### src/rtl/axis_vector_driver.sv
// axis_vector_driver: streams operand frames from a table to an accelerator, collects each result
// frame and scores the last result word against an expected table for on-chip self-test.
module axis_vector_driver #(
   parameter int DATA_WIDTH     = 32,
   parameter int FRAME_LEN      = 2,
   parameter int NUM_VECTORS    = 8,
   parameter int ADDR_W         = 5,
   parameter int TIMEOUT_CYCLES = 1024
) (
   input  logic                    s00_axi_aclk,
   input  logic                    s00_axi_areset,
   input  logic                    run,
   input  logic                    cfg_wr_en,
   input  logic                    cfg_wr_kind,
   input  logic [ADDR_W-1:0]       cfg_wr_addr,
   input  logic [DATA_WIDTH-1:0]   cfg_wr_data,
   output logic                    m00_axis_tvalid,
   output logic [DATA_WIDTH-1:0]   m00_axis_tdata,
   output logic [DATA_WIDTH/8-1:0] m00_axis_tstrb,
   output logic                    m00_axis_tlast,
   input  logic                    m00_axis_tready,
   output logic                    acc_start,
   input  logic                    s00_axis_tvalid,
   input  logic [DATA_WIDTH-1:0]   s00_axis_tdata,
   input  logic                    s00_axis_tlast,
   output logic                    s00_axis_tready,
   output logic                    busy,
   output logic                    done,
   output logic [7:0]              pass_count,
   output logic [7:0]              fail_count,
   output logic [7:0]              first_fail_idx,
   output logic [DATA_WIDTH-1:0]   first_fail_data,
   output logic                    timeout
);
   localparam int DEPTH = NUM_VECTORS * FRAME_LEN;
   localparam int VW = NUM_VECTORS > 1 ? $clog2(NUM_VECTORS) : 1;
   localparam int BW = FRAME_LEN > 1 ? $clog2(FRAME_LEN) : 1;
   localparam int TW = TIMEOUT_CYCLES > 1 ? $clog2(TIMEOUT_CYCLES) : 1;
   localparam logic [ADDR_W-1:0] FL_A = ADDR_W'(FRAME_LEN);

   typedef enum logic [2:0] {S_IDLE, S_SEND, S_GAP, S_START, S_RECV, S_CHECK, S_DONE} state_t;

   logic [DATA_WIDTH-1:0] r_op  [2**ADDR_W];
   logic [DATA_WIDTH-1:0] r_exp [2**VW];
   state_t                r_state;
   logic [VW-1:0]         r_vec;
   logic [BW-1:0]         r_beat;
   logic [TW-1:0]         r_cnt;
   logic [DATA_WIDTH-1:0] r_res, r_tdata, r_ff_data;
   logic [7:0]            r_pass, r_fail, r_ff_idx;
   logic                  r_vec_tmo, r_tvalid, r_tlast, r_acc_start, r_s_tready;
   logic                  r_busy, r_done, r_timeout;
   logic [ADDR_W-1:0]     w_base, w_cur;
   logic [BW-1:0]         w_beat_nxt;
   logic                  w_op_ok, w_exp_ok, w_rx, w_match, w_last_vec;

   always_comb begin
      w_base     = ADDR_W'(r_vec) * FL_A;
      w_cur      = w_base + ADDR_W'(r_beat);
      w_beat_nxt = r_beat + BW'(1);
      w_op_ok    = {1'b0, cfg_wr_addr} < (ADDR_W+1)'(DEPTH);
      w_exp_ok   = {1'b0, cfg_wr_addr} < (ADDR_W+1)'(NUM_VECTORS);
      w_rx       = r_s_tready & s00_axis_tvalid;
      w_match    = !r_vec_tmo && r_res == r_exp[r_vec];
      w_last_vec = r_vec == VW'(NUM_VECTORS-1);
   end

   // Tables keep their contents across reset and are frozen while a pass runs.
   always_ff @(posedge s00_axi_aclk) begin
      if (cfg_wr_en && !r_busy && !cfg_wr_kind && w_op_ok) r_op[cfg_wr_addr] <= cfg_wr_data;
      if (cfg_wr_en && !r_busy && cfg_wr_kind && w_exp_ok) r_exp[cfg_wr_addr[VW-1:0]] <= cfg_wr_data;
   end

   always_ff @(posedge s00_axi_aclk) begin
      if (s00_axi_areset) begin
         r_state     <= S_IDLE;
         r_vec       <= '0;
         r_beat      <= '0;
         r_cnt       <= '0;
         r_res       <= '0;
         r_vec_tmo   <= 1'b0;
         r_tvalid    <= 1'b0;
         r_tdata     <= '0;
         r_tlast     <= 1'b0;
         r_acc_start <= 1'b0;
         r_s_tready  <= 1'b0;
         r_busy      <= 1'b0;
         r_done      <= 1'b0;
         r_pass      <= '0;
         r_fail      <= '0;
         r_ff_idx    <= '0;
         r_ff_data   <= '0;
         r_timeout   <= 1'b0;
      end else begin
         r_acc_start <= 1'b0;
         case (r_state)
            S_IDLE, S_DONE: if (run) begin
               r_pass    <= '0;
               r_fail    <= '0;
               r_ff_idx  <= '0;
               r_ff_data <= '0;
               r_timeout <= 1'b0;
               r_vec     <= '0;
               r_beat    <= '0;
               r_busy    <= 1'b1;
               r_done    <= 1'b0;
               r_tvalid  <= 1'b1;
               r_tdata   <= r_op[ADDR_W'(0)];
               r_tlast   <= FRAME_LEN == 1;
               r_state   <= S_SEND;
            end
            // Next beat is preloaded on each handshake so beats flow back to back.
            S_SEND: if (m00_axis_tready) begin
               r_beat <= w_beat_nxt;
               if (r_tlast) begin
                  r_tvalid <= 1'b0;
                  r_state  <= S_GAP;
               end else begin
                  r_tdata <= r_op[w_cur + ADDR_W'(1)];
                  r_tlast <= w_beat_nxt == BW'(FRAME_LEN-1);
               end
            end
            S_GAP: begin
               r_acc_start <= 1'b1;
               r_state     <= S_START;
            end
            S_START: begin
               r_s_tready <= 1'b1;
               r_cnt      <= '0;
               r_vec_tmo  <= 1'b0;
               r_state    <= S_RECV;
            end
            S_RECV: begin
               if (w_rx) r_res <= s00_axis_tdata;
               if (w_rx && s00_axis_tlast) begin
                  r_s_tready <= 1'b0;
                  r_state    <= S_CHECK;
               end else if (r_cnt == TW'(TIMEOUT_CYCLES-1)) begin
                  r_s_tready <= 1'b0;
                  r_res      <= '0;
                  r_vec_tmo  <= 1'b1;
                  r_timeout  <= 1'b1;
                  r_state    <= S_CHECK;
               end else r_cnt <= r_cnt + TW'(1);
            end
            S_CHECK: begin
               if (w_match) begin
                  if (r_pass != 8'hFF) r_pass <= r_pass + 8'd1;
               end else begin
                  if (r_fail != 8'hFF) r_fail <= r_fail + 8'd1;
                  if (r_fail == 8'd0) begin
                     r_ff_idx  <= 8'(r_vec);
                     r_ff_data <= r_res;
                  end
               end
               if (w_last_vec) begin
                  r_busy  <= 1'b0;
                  r_done  <= 1'b1;
                  r_state <= S_DONE;
               end else begin
                  r_vec    <= r_vec + VW'(1);
                  r_beat   <= '0;
                  r_tvalid <= 1'b1;
                  r_tdata  <= r_op[w_base + FL_A];
                  r_tlast  <= FRAME_LEN == 1;
                  r_state  <= S_SEND;
               end
            end
            default: r_state <= S_IDLE;
         endcase
      end
   end

   assign m00_axis_tvalid = r_tvalid;
   assign m00_axis_tdata  = r_tdata;
   assign m00_axis_tstrb  = '1;
   assign m00_axis_tlast  = r_tlast;
   assign acc_start       = r_acc_start;
   assign s00_axis_tready = r_s_tready;
   assign busy            = r_busy;
   assign done            = r_done;
   assign pass_count      = r_pass;
   assign fail_count      = r_fail;
   assign first_fail_idx  = r_ff_idx;
   assign first_fail_data = r_ff_data;
   assign timeout         = r_timeout;
endmodule
### config.mk
export PLATFORM = sky130hd
export DESIGN_NAME = axis_vector_driver
export DESIGN_NICKNAME = d
export VERILOG_FILES = /design/src/rtl/axis_vector_driver.sv
export SDC_FILE = /design/constraint.sdc
export NUM_CORES = 2
export LEC_CHECK = 0
export CAP_MARGIN = 20
export CORE_MARGIN = 8
export CORE_UTILIZATION = 30
export CTS_CLUSTER_DIAMETER = 100
export CTS_CLUSTER_SIZE = 14
export DETAILED_ROUTE_END_ITERATION = 12
export SYNTH_ARGS = -nofsm -noshare
export SYNTH_HDL_FRONTEND = slang
export SYNTH_SLANG_ARGS = --single-unit
### constraint.sdc
create_clock -name s00_axi_aclk -period 4.7 [get_ports s00_axi_aclk]
set_input_delay 1.41 -clock s00_axi_aclk [delete_from_list [all_inputs] [get_ports s00_axi_aclk]]
set_output_delay 1.41 -clock s00_axi_aclk [all_outputs]
set_load 0.02 [all_outputs]
==> metrics.yaml <==
leakagePower_nw: 22.0
place.gp.congestion: 0.785
path_class: "reg2reg"
synth_cells: 3114
postCtsSetupRepairBufs: 0
grt_start_max_net_pins: 114
viasPerCell: 4.94
worstPathRequired_ps: 5280
ir_drop_mv: 0.301
yosysUniqueCellTypes: 73
setup_tns_ps: 0
synth_top_area_share_pct: 65.8
htreeDepth: 3
nets: 3915
drtIter0Drc: 3274
end_kind: "flop"
floorplan.die_area_um2: 209000
hpwl_um: 94600
dr_wl_met2_um: 72700
fmax_mhz: 265
first_global_vias: 32400
gr-usage-all-layers_pct: 14.0
port_buffers: 166
synth_area_per_cell_um2: 18.8
clock_latency_ps: 750
via_count: 32000
grt_overflow: 0
drv_slew: 0
fin_crit_sh_pct: 80.2
synth_edf_count: 1280
outcome: "finished, final reports clean"
p_per_area_nw_per_um2: 399
num_rows: 162
drive_above_1_share_pct: 18.5
tightest_slew_ps: 1070
yosys_warnings: 0
yosysTopAreaCell: "edfxtp_1"
max-cap-violations: 0
dr.pass1.iters: 5
syn_area_um2: 58400
routed_wl_um: 151000
boundaryPins: 176
grt_pass1_wl_um: 220000
wire_per_inst_um: 23.4
cts_tree: "built"
rsz0062_at_grt: "no"
route.detailed.drc: 0
final-hold-violation-count: 0
cts_resized: 0
power_mw: 27.7
wl_met1_um: 63600
ctsRootBufferMaster: "clkbuf_16"
die_h_um: 457
start_util_pct: 30.1
antenna_found_initial: 10
syn_to_final_growth_pct: 18.8
clk_pin_slew_ps: 70
holdBufCountCts: 0
cts.sinks: 1423
coreArea_um2: 194000
clockBufferDepth: 3
num-fill-cells: 18400
synth_seq_area_share_pct: 70.7
top_layer: "met4"
holdCritPathClass: "reg2reg"
synth-main-ff-cell: "edfxtp_1"
cp-start-kind: "flop"
setup_violations: 0
fin_skew_ps: 30.5
slew_headroom_pct: 28.5
ant_nets: 0
worst-endpoint-arrival_ps: 4350
cp_max_fo: 26
cts_buffers: 113
routed-wl-met3_um: 10100
synthTopCellsByArea: "edfxtp_1 66%, mux4_2 15%, dfxtp_1 4.9%"
die_x_um: 457
fin_crit_ps: 3770
synth-seq-cells: 1423
async_flop_share_pct: 0
==> final cells by class <==
type / count / area (µm²) / area share (%)
diodes: 4 / 10.0 / 0.0144
multi-input cells: 1983 / 18300 / 26.4
inverters: 8 / 30.0 / 0.0433
repair buffers: 302 / 3200 / 4.61
well taps: 2542 / 3180 / 4.58
flip-flops and latches: 1423 / 41300 / 59.5
clock inverters: 12 / 168 / 0.242
clock buffers: 198 / 3150 / 4.54
==> sequential cells by signal, indices dropped and copies added, names as in the netlist, 3 cells and up, named ones only <==
name             count
r_vec                3
pass_count           8
fail_count           8
first_fail_idx       3
r_op              1024
first_fail_data     32
r_exp              256
r_cnt               10
m00_axis_tdata      32
r_res               32
r_state              3
==> worst max-delay path, stage by stage, from the launching register on <==
cell	delay, ps
dfxtp_4	660
buf_12	270
mux2_2	350
o22ai_1	140
a221oi_1	80
xnor2_1	280
or4b_1	530
or4_1	770
buf_4	300
nand4b_1	100
a31oi_1	90
==> final timing paths <==
path         cells past startpoint                          to              start  slack [ps]
max reg2reg                     10  fail_count[4]$_SDFFE_PP0P_               flop         930
min reg2reg                      2           done$_SDFFE_PP0P_  done$_SDFFE_PP0P_         470
min                              2           done$_SDFFE_PP0P_  done$_SDFFE_PP0P_         470
max                             10  fail_count[4]$_SDFFE_PP0P_               flop         930
==> per-layer routing <==
metal	vias up	global-route usage [%]
li1	13800	-
met3	256	2.85
met4	0	4.28
met1	16700	18.5
met5	-	0
met2	1161	23.2
==> synth_stat cells (all sizes together), types with 4 or more instances <==
cell type  number
nand2b          9
mux4          389
nand3b         10
dfxtp         143
o21ai         120
a21oi          98
o22ai           6
nor3b           4
nor4            4
xnor2          18
nand2         166
nor2           64
ha              7
xor2           13
a31oi          35
a22oi           8
nor3           12
mux2           19
nor2b           8
inv             8
buf            76
and3           15
o211ai          6
nand3          21
a22o            7
clkbuf        143
a221oi         66
o2111ai         4
or3             7
nand4          49
mux2i         214
o221ai         31
edfxtp       1280
==> power by group <==
group | leakage, nW | switching, mW | internal (mW)
sequential | 13.1 | 0.314 | 14.3
clock | 1.56 | 4.43 | 4.55
combinational | 7.33 | 2.19 | 1.83
total | 22.0 | 6.94 | 20.7
==> logic make-up after synthesis <==
group | Yosys count | share of synthesized area (%)
AOI/OAI and AO/OA | 406 | 4.50
xor gates and xnor gates | 31 | 0.465
and+or+nand+nor | 396 | 3.35
buffers and inverters | 227 | 1.78
muxes | 622 | 19.0
adders and majority gates | 7 | 0.150
other | 2 | 0.0129
DFF | 1423 | 70.7
==> stage by stage <==
| stage | worst slack (ps) | utilization (%) | cells | instance area (µm²) | hold WS (ps) |
|---|---|---|---|---|---|
| floorplan | 258 | - | 3633 | 60400 | 431 |
| global route | 674 | 35.7 | 6469 | 69400 | 498 |
| detailed placement | 848 | 34.0 | 6258 | 66100 | 451 |
| finish | 930 | 35.7 | 6472 | 69400 | 468 |
| global placement | 873 | 34.0 | 6258 | 66100 | 443 |
| CTS | 881 | 35.7 | 6468 | 69400 | 467 |
==> cells in the final DEF (no fill, tap or decap), types with 6 or more instances in the layout <==
cell type / instances
o21ai_0: 93
mux2_2: 16
xnor2_1: 17
a31oi_1: 34
a22o_1: 7
nand3b_1: 10
o211ai_1: 6
xor2_1: 12
dfxtp_1: 137
mux4_2: 387
nor2b_1: 7
buf_12: 43
mux2i_1: 214
a22oi_1: 6
clkbuf_1: 85
o221ai_1: 31
buf_4: 93
clkbuf_16: 113
nor2_4: 22
nand2_1: 166
nor2_1: 42
inv_1: 6
or3_1: 7
a221oi_1: 66
nand2b_1: 8
edfxtp_1: 1280
a21oi_1: 97
clkdlybuf4s50_1: 162
o22ai_1: 6
nor3_1: 10
conb_1: 521
and3_1: 14
nand3_1: 20
nand4_1: 49
o21ai_1: 24
(Power assumes the default switching activity.)
